`src/rtl/multiprecision_add_seq_pkg.sv`:
```
// Shared definitions for the limb-serial wide adder.
//   state_e    : controller state encoding (IDLE/RUN/DONE, 2 bits)
//   idx_width  : limb counter width, max(1, clog2(limbs))
package multiprecision_add_seq_pkg;

  typedef enum logic [1:0] {
    ST_IDLE = 2'd0,
    ST_RUN  = 2'd1,
    ST_DONE = 2'd2
  } state_e;

  // A single-limb configuration still needs a 1-bit counter
  function automatic int unsigned idx_width(input int unsigned limbs);
    return (limbs > 1) ? $clog2(limbs) : 1;
  endfunction

endpackage

```
`src/rtl/nbit_full_adder.sv`:
```
// N-bit ripple adder with carry-in and carry-out.
//   a_i, b_i : N-bit addends
//   c_i      : carry in
//   sum_o    : N-bit sum
//   c_o      : carry out of the MSB
module nbit_full_adder #(
  parameter int unsigned N = 8
) (
  input  logic [N-1:0] a_i,
  input  logic [N-1:0] b_i,
  input  logic         c_i,
  output logic [N-1:0] sum_o,
  output logic         c_o
);

  logic [N:0] full;

  // Extend to N+1 bits so the carry falls out as the top bit
  assign full  = {1'b0, a_i} + {1'b0, b_i} + (N+1)'(c_i);
  assign sum_o = full[N-1:0];
  assign c_o   = full[N];

endmodule

```
`src/rtl/multiprecision_add_seq.sv`:
```
// Wide (N*LIMBS-bit) add/subtract computed one N-bit limb per cycle through a
// single shared adder, LSB limb first, with the inter-limb carry registered.
//   clk, rst_n           : clock, synchronous active-low reset
//   in_valid / in_ready  : operand handshake (ready only in IDLE)
//   a, b, c_in, op_sub   : operands; op_sub=1 computes a-b and ignores c_in
//   out_valid / out_ready: result handshake (valid only in DONE)
//   sum, c_out           : W-bit result and carry out of the top limb
module multiprecision_add_seq
  import multiprecision_add_seq_pkg::*;
#(
  parameter int unsigned N     = 8,
  parameter int unsigned LIMBS = 4
) (
  input  logic                 clk,
  input  logic                 rst_n,
  input  logic                 in_valid,
  output logic                 in_ready,
  input  logic [N*LIMBS-1:0]   a,
  input  logic [N*LIMBS-1:0]   b,
  input  logic                 c_in,
  input  logic                 op_sub,
  output logic                 out_valid,
  input  logic                 out_ready,
  output logic [N*LIMBS-1:0]   sum,
  output logic                 c_out
);

  localparam int unsigned W     = N * LIMBS;
  localparam int unsigned IDX_W = idx_width(LIMBS);

  state_e           state_q;
  logic [IDX_W-1:0] idx_q;
  logic             carry_q;
  logic [W-1:0]     a_q;
  logic [W-1:0]     b_q;
  logic [W-1:0]     sum_q;
  logic             c_out_q;
  logic             in_ready_q;
  logic             out_valid_q;

  logic [N-1:0]     a_limb;
  logic [N-1:0]     b_limb;
  logic [N-1:0]     add_sum;
  logic             add_carry;
  logic             last_limb;

  assign in_ready  = in_ready_q;
  assign out_valid = out_valid_q;
  assign sum       = sum_q;
  assign c_out     = c_out_q;

  assign last_limb = (idx_q == IDX_W'(LIMBS - 1));

  // Select the current limb of each captured operand
  always_comb begin
    a_limb = '0;
    b_limb = '0;
    for (int unsigned i = 0; i < LIMBS; i++) begin
      if (idx_q == IDX_W'(i)) begin
        a_limb = a_q[i*N +: N];
        b_limb = b_q[i*N +: N];
      end
    end
  end

  nbit_full_adder #(
    .N (N)
  ) u_adder (
    .a_i   (a_limb),
    .b_i   (b_limb),
    .c_i   (carry_q),
    .sum_o (add_sum),
    .c_o   (add_carry)
  );

  // Controller: capture, limb-serial accumulate, hold result until taken
  always_ff @(posedge clk) begin
    if (!rst_n) begin
      state_q     <= ST_IDLE;
      idx_q       <= '0;
      carry_q     <= 1'b0;
      a_q         <= '0;
      b_q         <= '0;
      sum_q       <= '0;
      c_out_q     <= 1'b0;
      in_ready_q  <= 1'b1;
      out_valid_q <= 1'b0;
    end else begin
      case (state_q)
        ST_IDLE: begin
          if (in_valid) begin
            // Subtract is a + ~b + 1: invert B here and seed the carry with 1
            a_q        <= a;
            b_q        <= op_sub ? ~b : b;
            carry_q    <= op_sub ? 1'b1 : c_in;
            idx_q      <= '0;
            sum_q      <= '0;
            state_q    <= ST_RUN;
            in_ready_q <= 1'b0;
          end
        end
        ST_RUN: begin
          for (int unsigned i = 0; i < LIMBS; i++) begin
            if (idx_q == IDX_W'(i)) begin
              sum_q[i*N +: N] <= add_sum;
            end
          end
          carry_q <= add_carry;
          if (last_limb) begin
            c_out_q     <= add_carry;
            idx_q       <= '0;
            state_q     <= ST_DONE;
            out_valid_q <= 1'b1;
          end else begin
            idx_q <= idx_q + IDX_W'(1);
          end
        end
        ST_DONE: begin
          if (out_ready) begin
            state_q     <= ST_IDLE;
            out_valid_q <= 1'b0;
            in_ready_q  <= 1'b1;
          end
        end
        default: begin
          state_q     <= ST_IDLE;
          out_valid_q <= 1'b0;
          in_ready_q  <= 1'b1;
        end
      endcase
    end
  end

endmodule

```
`config.mk`:
```
export PLATFORM = sky130hd
export DESIGN_NAME = multiprecision_add_seq
export DESIGN_NICKNAME = d
export VERILOG_FILES = /design/src/rtl/multiprecision_add_seq_pkg.sv /design/src/rtl/nbit_full_adder.sv /design/src/rtl/multiprecision_add_seq.sv
export SDC_FILE = /design/constraint.sdc
export NUM_CORES = 1
export LEC_CHECK = 0
export BUFFER_PORTS_ARGS = -buffer_cell sky130_fd_sc_hd__buf_2
export CORE_MARGIN = 3
export CORE_UTILIZATION = 52
export DETAILED_ROUTE_END_ITERATION = 7
export PLACE_DENSITY = 0.74
export SYNTH_ARGS = -nofsm -noshare
export SYNTH_HDL_FRONTEND = slang
export SYNTH_SLANG_ARGS = --single-unit
```
`constraint.sdc`:
```
create_clock -name clk -period 3.6 [get_ports clk]
set_clock_uncertainty 0.1 [all_clocks]
set_input_delay 0.54 -clock clk [delete_from_list [all_inputs] [get_ports clk]]
set_output_delay 0.54 -clock clk [all_outputs]
set_load 0.05 [all_outputs]
```
==> qor.yml, run 1 <==
status: "finished clean"
synth_adder_area_share_pct: 3.54
cts_post_setup_buffers_inserted: 0
cts_tree: "yes"
yosysMostFrequentCell: "nand2_1"
crit_arrival_ns: 3.55
ys.flop_type: "dfxtp_1"
r2r_setup_slack_ns: 0.18
p_sw_share_pct: 29.3
fin_nets: 796
slew_headroom_pct: 42.6
cts_buffers: 9
finalHoldViolations: 0
grt_use_total_pct: 21.6
required_ns: 3.74
pwr-share-clk_pct: 30.1
post_cts_resized: 0
end_kind: "flop"
synth_edf_count: 0
ys_warn_count: 0
core_um2: 9330
postRouteAntennaNets: 0
p_per_area_nw_per_um2: 422
grt-ovfl-total: 0
synth-simple-area-share_pct: 20.7
ys_seq_area_share_pct: 41.4
n_antenna_cell: 0
timing.hold.ws_ns: 0.319
clk_latency_ns: 0.36
synthTopCellsByCount: "nand2_1, dfxtp_1, a21boi_0"
clk_path_buf_depth: 2
rows: 35
wl_per_cell_um: 13.9
p_sw_mw: 0.726
post-route-period-util_pct: 94.9
cts_hold_buf: 0
ir_drop_uv: 254
die_w_um: 104
synth.avg_cell_area_um2: 7.99
critPathSlowestCell: "dfxtp_1"
dp_hpwl_mm: 9.03
grt_max_degree: 77
leakagePower_nw: 2.71
cp-start-kind: "flop"
synth_xor_area_share_pct: 5.75
path_clk_slew_ns: 0.09
viasPerCell: 5.20
grt_pass1_vias: 4127
tns_ns: 0
drcViolationCount: 0
setup_viol: 0
hold_class: "in2reg"
num_io_pins: 105
htree_levels: 3
max_freq_ghz: 0.293
die-area_um2: 10900
synth_top_family_by_area: "compound AO/OA/AOI/OAI gates"
num_vias: 4406
synth.area.mux_share_pct: 0.598
worst_pin_slew_ns: 0.859
clock-sinks: 104
postSynthCellCount: 629
min_period_ns: 3.42
portBuffers: 104
drt_iter0_drc: 254
yosys-top-cells-area: "dfxtp_1, nand2_1, a21boi_0"
crit_type: "reg2reg"
crit_path_max_fanout: 13
synth_nets: 712
internal_power_mw: 1.75
area_delta_synth_final_pct: 16.8
combPwrFrac_pct: 18.9
seqPwrFrac_pct: 51.1
first_pass_iters: 4
initial_utilization_pct: 53.9
ys_async_sr_fraction_pct: 0
cts_root_buf: "clkbuf_8"
synth_cell_type_count: 36
drive_above_1_share_pct: 19.5
n_fill_cell: 860
syn_area_um2: 5020
maxCapViolations: 0
rsz0062_at_grt: "false"
synth_top_area_cell: "dfxtp_1"
wirelength_mm: 11.8
ys_ff_latch: 104
slew_viol_final: 0
cp_cell_sequence: "inv_1, ha_1, buf_4, a21oi_1, nor2_1, a21oi_1, inv_1, ha_1, nor2b_4, o31a_1, o41a_1, or3_1, nand3_2, o22ai_1"
seqCellArea_um2: 2080
gp_congestion: 0.897
max_stage_delay_ns: 0.42
die_height_um: 104
grt_pass1_wl_mm: 19.4
multi_input_area_um2: 2750
synth_top_area_share_pct: 41.4
synth_compound_area_share_pct: 23.7
antenna_found_initial: 0
==> final cells by class <==
class,instances,area share (%)
clock buffers,10,2.35
clock inverters,6,1.15
inverters,7,0.448
multi-input cells,472,46.8
flip-flops and latches,104,35.5
well taps,129,2.75
repair buffers,119,11.0
==> flip-flops by register name, summed over array words and instances, names as in the netlist <==
register / count
carry_q: 1
out_valid: 1
sum: 32
idx_q: 2
c_out: 1
in_ready: 1
b_q: 32
a_q: 32
state_q: 2
==> cells in the final DEF (no fill, tap or decap), types with 3 or more instances in the layout <==
master / instances
o31a_1: 3
clkbuf_8: 10
nand3_1: 9
xnor2_1: 33
nor3_1: 5
ha_1: 9
buf_4: 14
buf_2: 104
nor2b_1: 6
o21a_1: 4
nor2_1: 37
o21ai_0: 20
a21oi_1: 40
nand3b_1: 3
o22ai_1: 9
nand2_1: 186
mux2i_1: 3
o31ai_1: 5
a21boi_0: 49
dfxtp_1: 104
inv_1: 7
o211a_1: 32
==> worst paths after layout <==
path	from	endpoint	cells after the start
max	idx_q[0]	sum[31]	14
min	a[22]	a_q[22]	3
max reg2reg	idx_q[0]	sum[31]	14
min reg2reg	sum[28]	sum[28]	2
==> through the flow <==
step	total power, mW	cell area (um2)	setup WS, ns	std cells	util (%)
2_1_floorplan	1.62	5020	0.346	629	-
3_3_place_gp	1.74	5650	0.391	831	60.5
3_5_place_dp	1.76	5650	0.148	831	60.5
4_1_cts	2.49	5850	0.144	847	62.7
5_1_grt	2.61	5870	0.0104	847	62.9
6_report	2.48	5870	0.183	847	62.9
==> routing by layer <==
metal  up-vias  global-route usage (%)  routed length (um)
li1       2291                       -                   -
met1      1998                    28.5                5390
met2       103                    35.2                5650
met3        14                    4.47                 543
met4         0                    7.31                 197
met5         -                       0                   0
==> kinds of logic after synthesis <==
| logic type | Yosys count |
|---|---|
| buffers and inverters | 53 |
| adders and majority gates | 13 |
| DFF | 104 |
| and+or+nand+nor | 255 |
| muxes | 3 |
| AOI/OAI and AO/OA | 168 |
| xor gates and xnor gates | 33 |
==> power by group through the flow <==
stage | registers, mW | logic (mW) | clock network, mW
final | 1.26 | 0.467 | 0.744
after CTS | 1.26 | 0.468 | 0.759
after floorplan | 1.32 | 0.297 | 0
after global placement | 1.29 | 0.454 | 0
after global routing | 1.27 | 0.524 | 0.809
after detailed placement | 1.29 | 0.466 | 0
==> worst max-delay path, delay by kind of cell (launching register included) <==
family                     cells  cell delay [ns]
AOI/OAI and AO/OA              5             1.10
buffers and inverters          3             0.42
and+or+nand+nor                4             0.64
adders and majority gates      2             0.63
DFF                            1             0.42
Note: power is estimated with default switching activity, not from simulation.
==> run 2: changes to the inputs <==
- CORE_UTILIZATION: 52 -> 45
- PLACE_DENSITY: 0.74 -> 0.68
- clock period: 3.6 -> 3.1 ns (I/O delays scaled with it)
==> qor.yml, run 2 (same netlist as run 1, synthesis figures left out) <==
gp_congestion: 0.875  # -2.5%
n_fill_cell: 979  # +14%
end_kind: "flop"
crit_arrival_ns: 3.17  # -0.38 ns
num_io_pins: 105  # unchanged
initial_utilization_pct: 47.4  # -6.5 points
leakagePower_nw: 2.87  # +5.6%
postRouteAntennaNets: 0  # unchanged
status: "finished clean"
crit_type: "reg2reg"
crit_path_max_fanout: 7  # -6
ir_drop_uv: 221  # -13%
viasPerCell: 5.18  # -0.42%
clk_path_buf_depth: 2  # unchanged
p_per_area_nw_per_um2: 501  # +19%
p_sw_mw: 0.848  # +17%
worst_pin_slew_ns: 0.935  # +0.0764 ns
slew_viol_final: 0  # unchanged
setup_viol: 0  # unchanged
die_height_um: 112  # +7.1%
grt_pass1_wl_mm: 20.2  # +4.2%
cp-start-kind: "flop"
path_clk_slew_ns: 0.09  # about the same
finalHoldViolations: 0  # unchanged
final_common_cell: "nand2_1"
min_period_ns: 3.03  # -0.389 ns
first_pass_iters: 5  # +1
drt_iter0_drc: 240  # -5.5%
p_sw_share_pct: 27.2  # -2.1 points
slew_headroom_pct: 37.5  # -5.2 points
rsz0062_at_grt: "true"
required_ns: 3.24  # -0.50 ns
max_freq_ghz: 0.330  # +13%
cts_root_buf: "clkbuf_8"
seqCellArea_um2: 2090  # +0.24%
wirelength_mm: 12.6  # +6.6%
n_antenna_cell: 0  # unchanged
cts_buffers: 9  # unchanged
grt_pass1_vias: 4366  # +5.8%
hold_class: "in2reg"
combPwrFrac_pct: 19.1  # +0.2 points
utilization_pct: 58.6  # -4.3 points
num_vias: 4522  # +2.6%
timing.hold.ws_ns: 0.242  # -0.0775 ns
multi_input_area_um2: 2860  # +4.1%
post-route-period-util_pct: 97.7  # +2.8 points
area_delta_synth_final_pct: 23.7
hp-start: "a[11]"
grt_max_degree: 65  # -16%
die_w_um: 112  # +7.1%
r2r-start: "idx_q[0]"
htree_levels: 3  # unchanged
grt_use_total_pct: 19.6  # -2.0 points
clock-sinks: 104  # unchanged
drive_above_1_share_pct: 25.0  # +5.5 points
seqPwrFrac_pct: 47.1  # -4.0 points
cts_hold_buf: 0  # unchanged
antenna_found_initial: 0  # unchanged
internal_power_mw: 2.27  # +30%
crit_start: "idx_q[0]"
portBuffers: 104  # unchanged
core_um2: 10600  # +14%
wl_per_cell_um: 14.4  # +3.4%
final_cell_mix: "nand2_1, buf_2, dfxtp_1, a21boi_0, nor2_1"
dp_hpwl_mm: 9.22  # +2.1%
maxCapViolations: 0  # unchanged
pwr-share-clk_pct: 33.8  # +3.7 points
die-area_um2: 12500  # +15%
grt-ovfl-total: 0  # unchanged
fin_nets: 815  # +2.4%
rows: 37  # +5.7%
drcViolationCount: 0  # unchanged
clk_latency_ns: 0.36  # about the same
cts_tree: "yes"
-- run 2: cell types whose count changed in the layout (fill, tap and decap cells not counted), moves of 6 or more --
cell and change:
buf_4 +15, o21ai_0 -11, o21ai_1 +9, a21oi_1 -6
a21oi_2 +6
-- run 2: final timing paths --
check | end | slack [ns] | cells after the start
worst max-delay path | sum[31] | 0.07 | 16
worst min-delay path | a_q[11] | 0.24 | 3
worst max register to register | sum[31] | 0.07 | 16
worst min register to register | sum[4] | 0.35 | 2
-- run 2: power by group through the flow --
stage                     Combinational, mW  Sequential, mW  Clock (mW)
final                                 0.596            1.47        1.05
after floorplan                       0.347            1.53           0
after global routing                  0.660            1.48        1.12
after global placement                0.544            1.50           0
after detailed placement              0.556            1.50           0
after CTS                             0.566            1.47        1.07
-- run 2: timing repair --
item / in CTS / in global routing
setup endpoints to repair: 16 / 26
pin swaps: 2 / 4
resized for setup: 8 / 36
gates cloned: 0 / 2
buffers inserted: 1 / 2
-- run 2: layout make-up --
cell class | count | area share [%]
Clock inverter | 4 | 1.59
Multi-Input combinational cell | 472 | 46.0
Clock buffer | 12 | 2.66
Inverter | 7 | 0.423
Tap cell | 136 | 2.74
Sequential cell | 104 | 33.6
Timing Repair Buffer | 138 | 13.0
-- run 2: layer usage --
| layer | routed length, um | up-vias | track usage (%) |
|---|---|---|---|
| li1 | - | 2314 | - |
| met1 | 5930 | 2083 | 26.2 |
| met4 | 100 | 0 | 5.76 |
| met5 | 0 | - | 0 |
| met3 | 693 | 8 | 3.48 |
| met2 | 5830 | 117 | 32.5 |
-- run 2: per-stage QoR --
step	total power, mW	instances	TNS, ns	area (um2)	setup WS (ns)
floorplan	1.88	629	0	5030	0.0197
global placement	2.04	852	0	5770	0.0280
detailed placement	2.05	852	-0.612	5770	-0.0648
CTS	3.10	869	0	6060	0.0120
global route	3.26	873	-0.489	6220	-0.101
finish	3.12	873	0	6220	0.0724
-- run 2: worst max-delay path: stages (launching register included) --
cell and delay [ns]:
dfxtp_4 0.38, inv_2 0.05, ha_4 0.18, buf_4 0.15
nand2_1 0.06, nor2_1 0.04, a21oi_1 0.14, nor2_1 0.05
a21oi_1 0.13, o21ai_1 0.08, ha_1 0.34, o21a_1 0.22
o31a_1 0.12, o41a_1 0.33, or3_1 0.33, nand3_2 0.12
o22ai_1 0.09
==> run 3: changes to the inputs <==
- REMOVE_ABC_BUFFERS: not set -> 1
- TNS_END_PERCENT: not set -> 10
- clock period: 3.1 -> 2.7 ns (I/O delays scaled with it)
==> qor.yml, run 3 (same netlist as run 1, synthesis figures left out) <==
clk_latency_ns: 0.38  # +0.02 ns
violations: "setup timing"
utilization_pct: 59.7  # +1.1 points
grt-ovfl-total: 0  # unchanged
rsz0062_at_grt: "true"
required_ns: 2.86  # -0.38 ns
place_area_um2: 5930  # +2.8%
cts_tree: "yes"
grt_max_degree: 73  # +12%
drive_above_1_share_pct: 26.9  # +1.9 points
core_um2: 10600  # unchanged
max_freq_ghz: 0.329  # -0.45%
dp_hpwl_mm: 9.23  # about the same
hold_class: "in2reg"
cp-start-kind: "flop"
r2r-end: "sum[31]"
die-area_um2: 12500  # unchanged
r2r_setup_slack_ns: -0.34  # -0.41 ns
grt_pass1_vias: 4437  # +1.6%
n_antenna_cell: 0  # unchanged
crit_arrival_ns: 3.20  # +0.03 ns
hold_path_depth: 3  # unchanged
clock-sinks: 104  # unchanged
wl_per_cell_um: 14.1  # -1.8%
maxCapViolations: 0  # unchanged
drt_iter0_drc: 296  # +23%
area_delta_synth_final_pct: 26.0
path_clk_slew_ns: 0.10  # about the same
crit_path_max_fanout: 7  # unchanged
num_vias: 4584  # +1.4%
antenna_found_initial: 0  # unchanged
cts_buffers: 9  # unchanged
worstRegToRegCells: 15  # -1
drcViolationCount: 0  # unchanged
setup_viol: 21  # +21
leakagePower_nw: 2.94  # +2.8%
min_period_ns: 3.04  # +0.0138 ns
gp_congestion: 0.941  # +7.6%
clk_path_buf_depth: 2  # unchanged
final_common_cell: "nand2_1"
fin_nets: 834  # +2.3%
crit_type: "reg2reg"
finalHoldViolations: 0  # unchanged
cts_root_buf: "clkbuf_8"
rows: 37  # unchanged
fin_ws_ns: -0.341  # -0.414 ns
hp-start: "a[6]"
portBuffers: 104  # unchanged
htree_levels: 3  # unchanged
first_pass_iters: 7  # +2
crit_start: "idx_q[1]"
slew_headroom_pct: 56.7  # +19 points
postRouteAntennaNets: 0  # unchanged
r2r-start: "idx_q[1]"
initial_utilization_pct: 47.4  # unchanged
wirelength_mm: 12.6  # +0.38%
dpl_worst_slack_ns: -0.525  # -0.461 ns
final_cell_mix: "nand2_1, buf_2, dfxtp_1, buf_4, a21boi_0"
die_height_um: 112  # unchanged
hold_end: "a_q[6]"
p_per_area_nw_per_um2: 531  # +5.9%
status: "finished with violations"
slew_viol_final: 0  # unchanged
timing.hold.ws_ns: 0.159  # -0.0826 ns
end_kind: "flop"
ir_drop_uv: 244  # +10%
viasPerCell: 5.14  # -0.79%
tns_ns: -3.88  # -3.88 ns
fin_area_um2: 6330  # +1.8%
worst_pin_slew_ns: 0.650  # -0.286 ns
num_io_pins: 105  # unchanged
post-route-period-util_pct: 113  # +15 points
grt_use_total_pct: 20.3  # +0.74 points
die_w_um: 112  # unchanged
grt_pass1_wl_mm: 21.1  # +4.4%
[run 3: area by class of cell]
cell class / count / area [um2]
multi-input combinational: 472 / 2860
timing repair buffer: 157 / 996
sequential: 104 / 2090
clock buffer: 9 / 124
tap: 136 / 170
inverter: 7 / 31.3
fill: 978 / 4270
clock inverter: 7 / 62.6
[run 3: how the worst max path moves through the flow]
stage / depth (start not counted) / to
after global routing: 15 / sum[31]
after floorplan: 3 / sum[13]
after global placement: 16 / sum[31]
final: 15 / sum[31]
after detailed placement: 15 / sum[22]
after CTS: 15 / sum[31]
[run 3: metal layers]
metal / vias to the layer above / GRT usage, % / wire length (um)
met5: - / 0 / 0
met4: 0 / 7.06 / 220
met3: 20 / 3.70 / 631
met2: 111 / 32.1 / 5820
met1: 2099 / 28.0 / 5930
li1: 2354 / - / -
[run 3: worst max-delay path, cell delays in order (launching register included)]
cell and delay [ns]:
dfxtp_2 0.37, inv_4 0.05, ha_4 0.19, buf_8 0.14, nand3b_1 0.14, a21oi_1 0.14, a21oi_1 0.05, nor2_1 0.09
a21o_1 0.14, ha_1 0.24, nor2b_4 0.13, o31a_1 0.26, o41a_1 0.33, or3_1 0.33, nand3_2 0.12, o22ai_1 0.09
[run 3: power breakdown]
part	internal [mW]	total [mW]	leakage (nW)	switching, mW
Clock	0.355	0.937	0.0927	0.582
Combinational	0.326	0.737	2.00	0.411
Sequential	1.63	1.68	0.854	0.0565
[run 3: per-stage QoR]
step | instances | total power, mW
floorplan | 583 | 2.13
global placement | 871 | 2.38
detailed placement | 871 | 2.40
CTS | 889 | 3.35
global route | 892 | 3.53
finish | 892 | 3.36
[run 3: timing repair]
| action | 4_1_cts | 5_1_grt |
|---|---|---|
| hold buffers | 0 | 0 |
| resized for setup | 41 | 18 |
| pin swaps | 10 | 13 |
| buffers inserted | 2 | 2 |
| cloned | 0 | 1 |
| endpoints found under the setup margin | 30 | 28 |
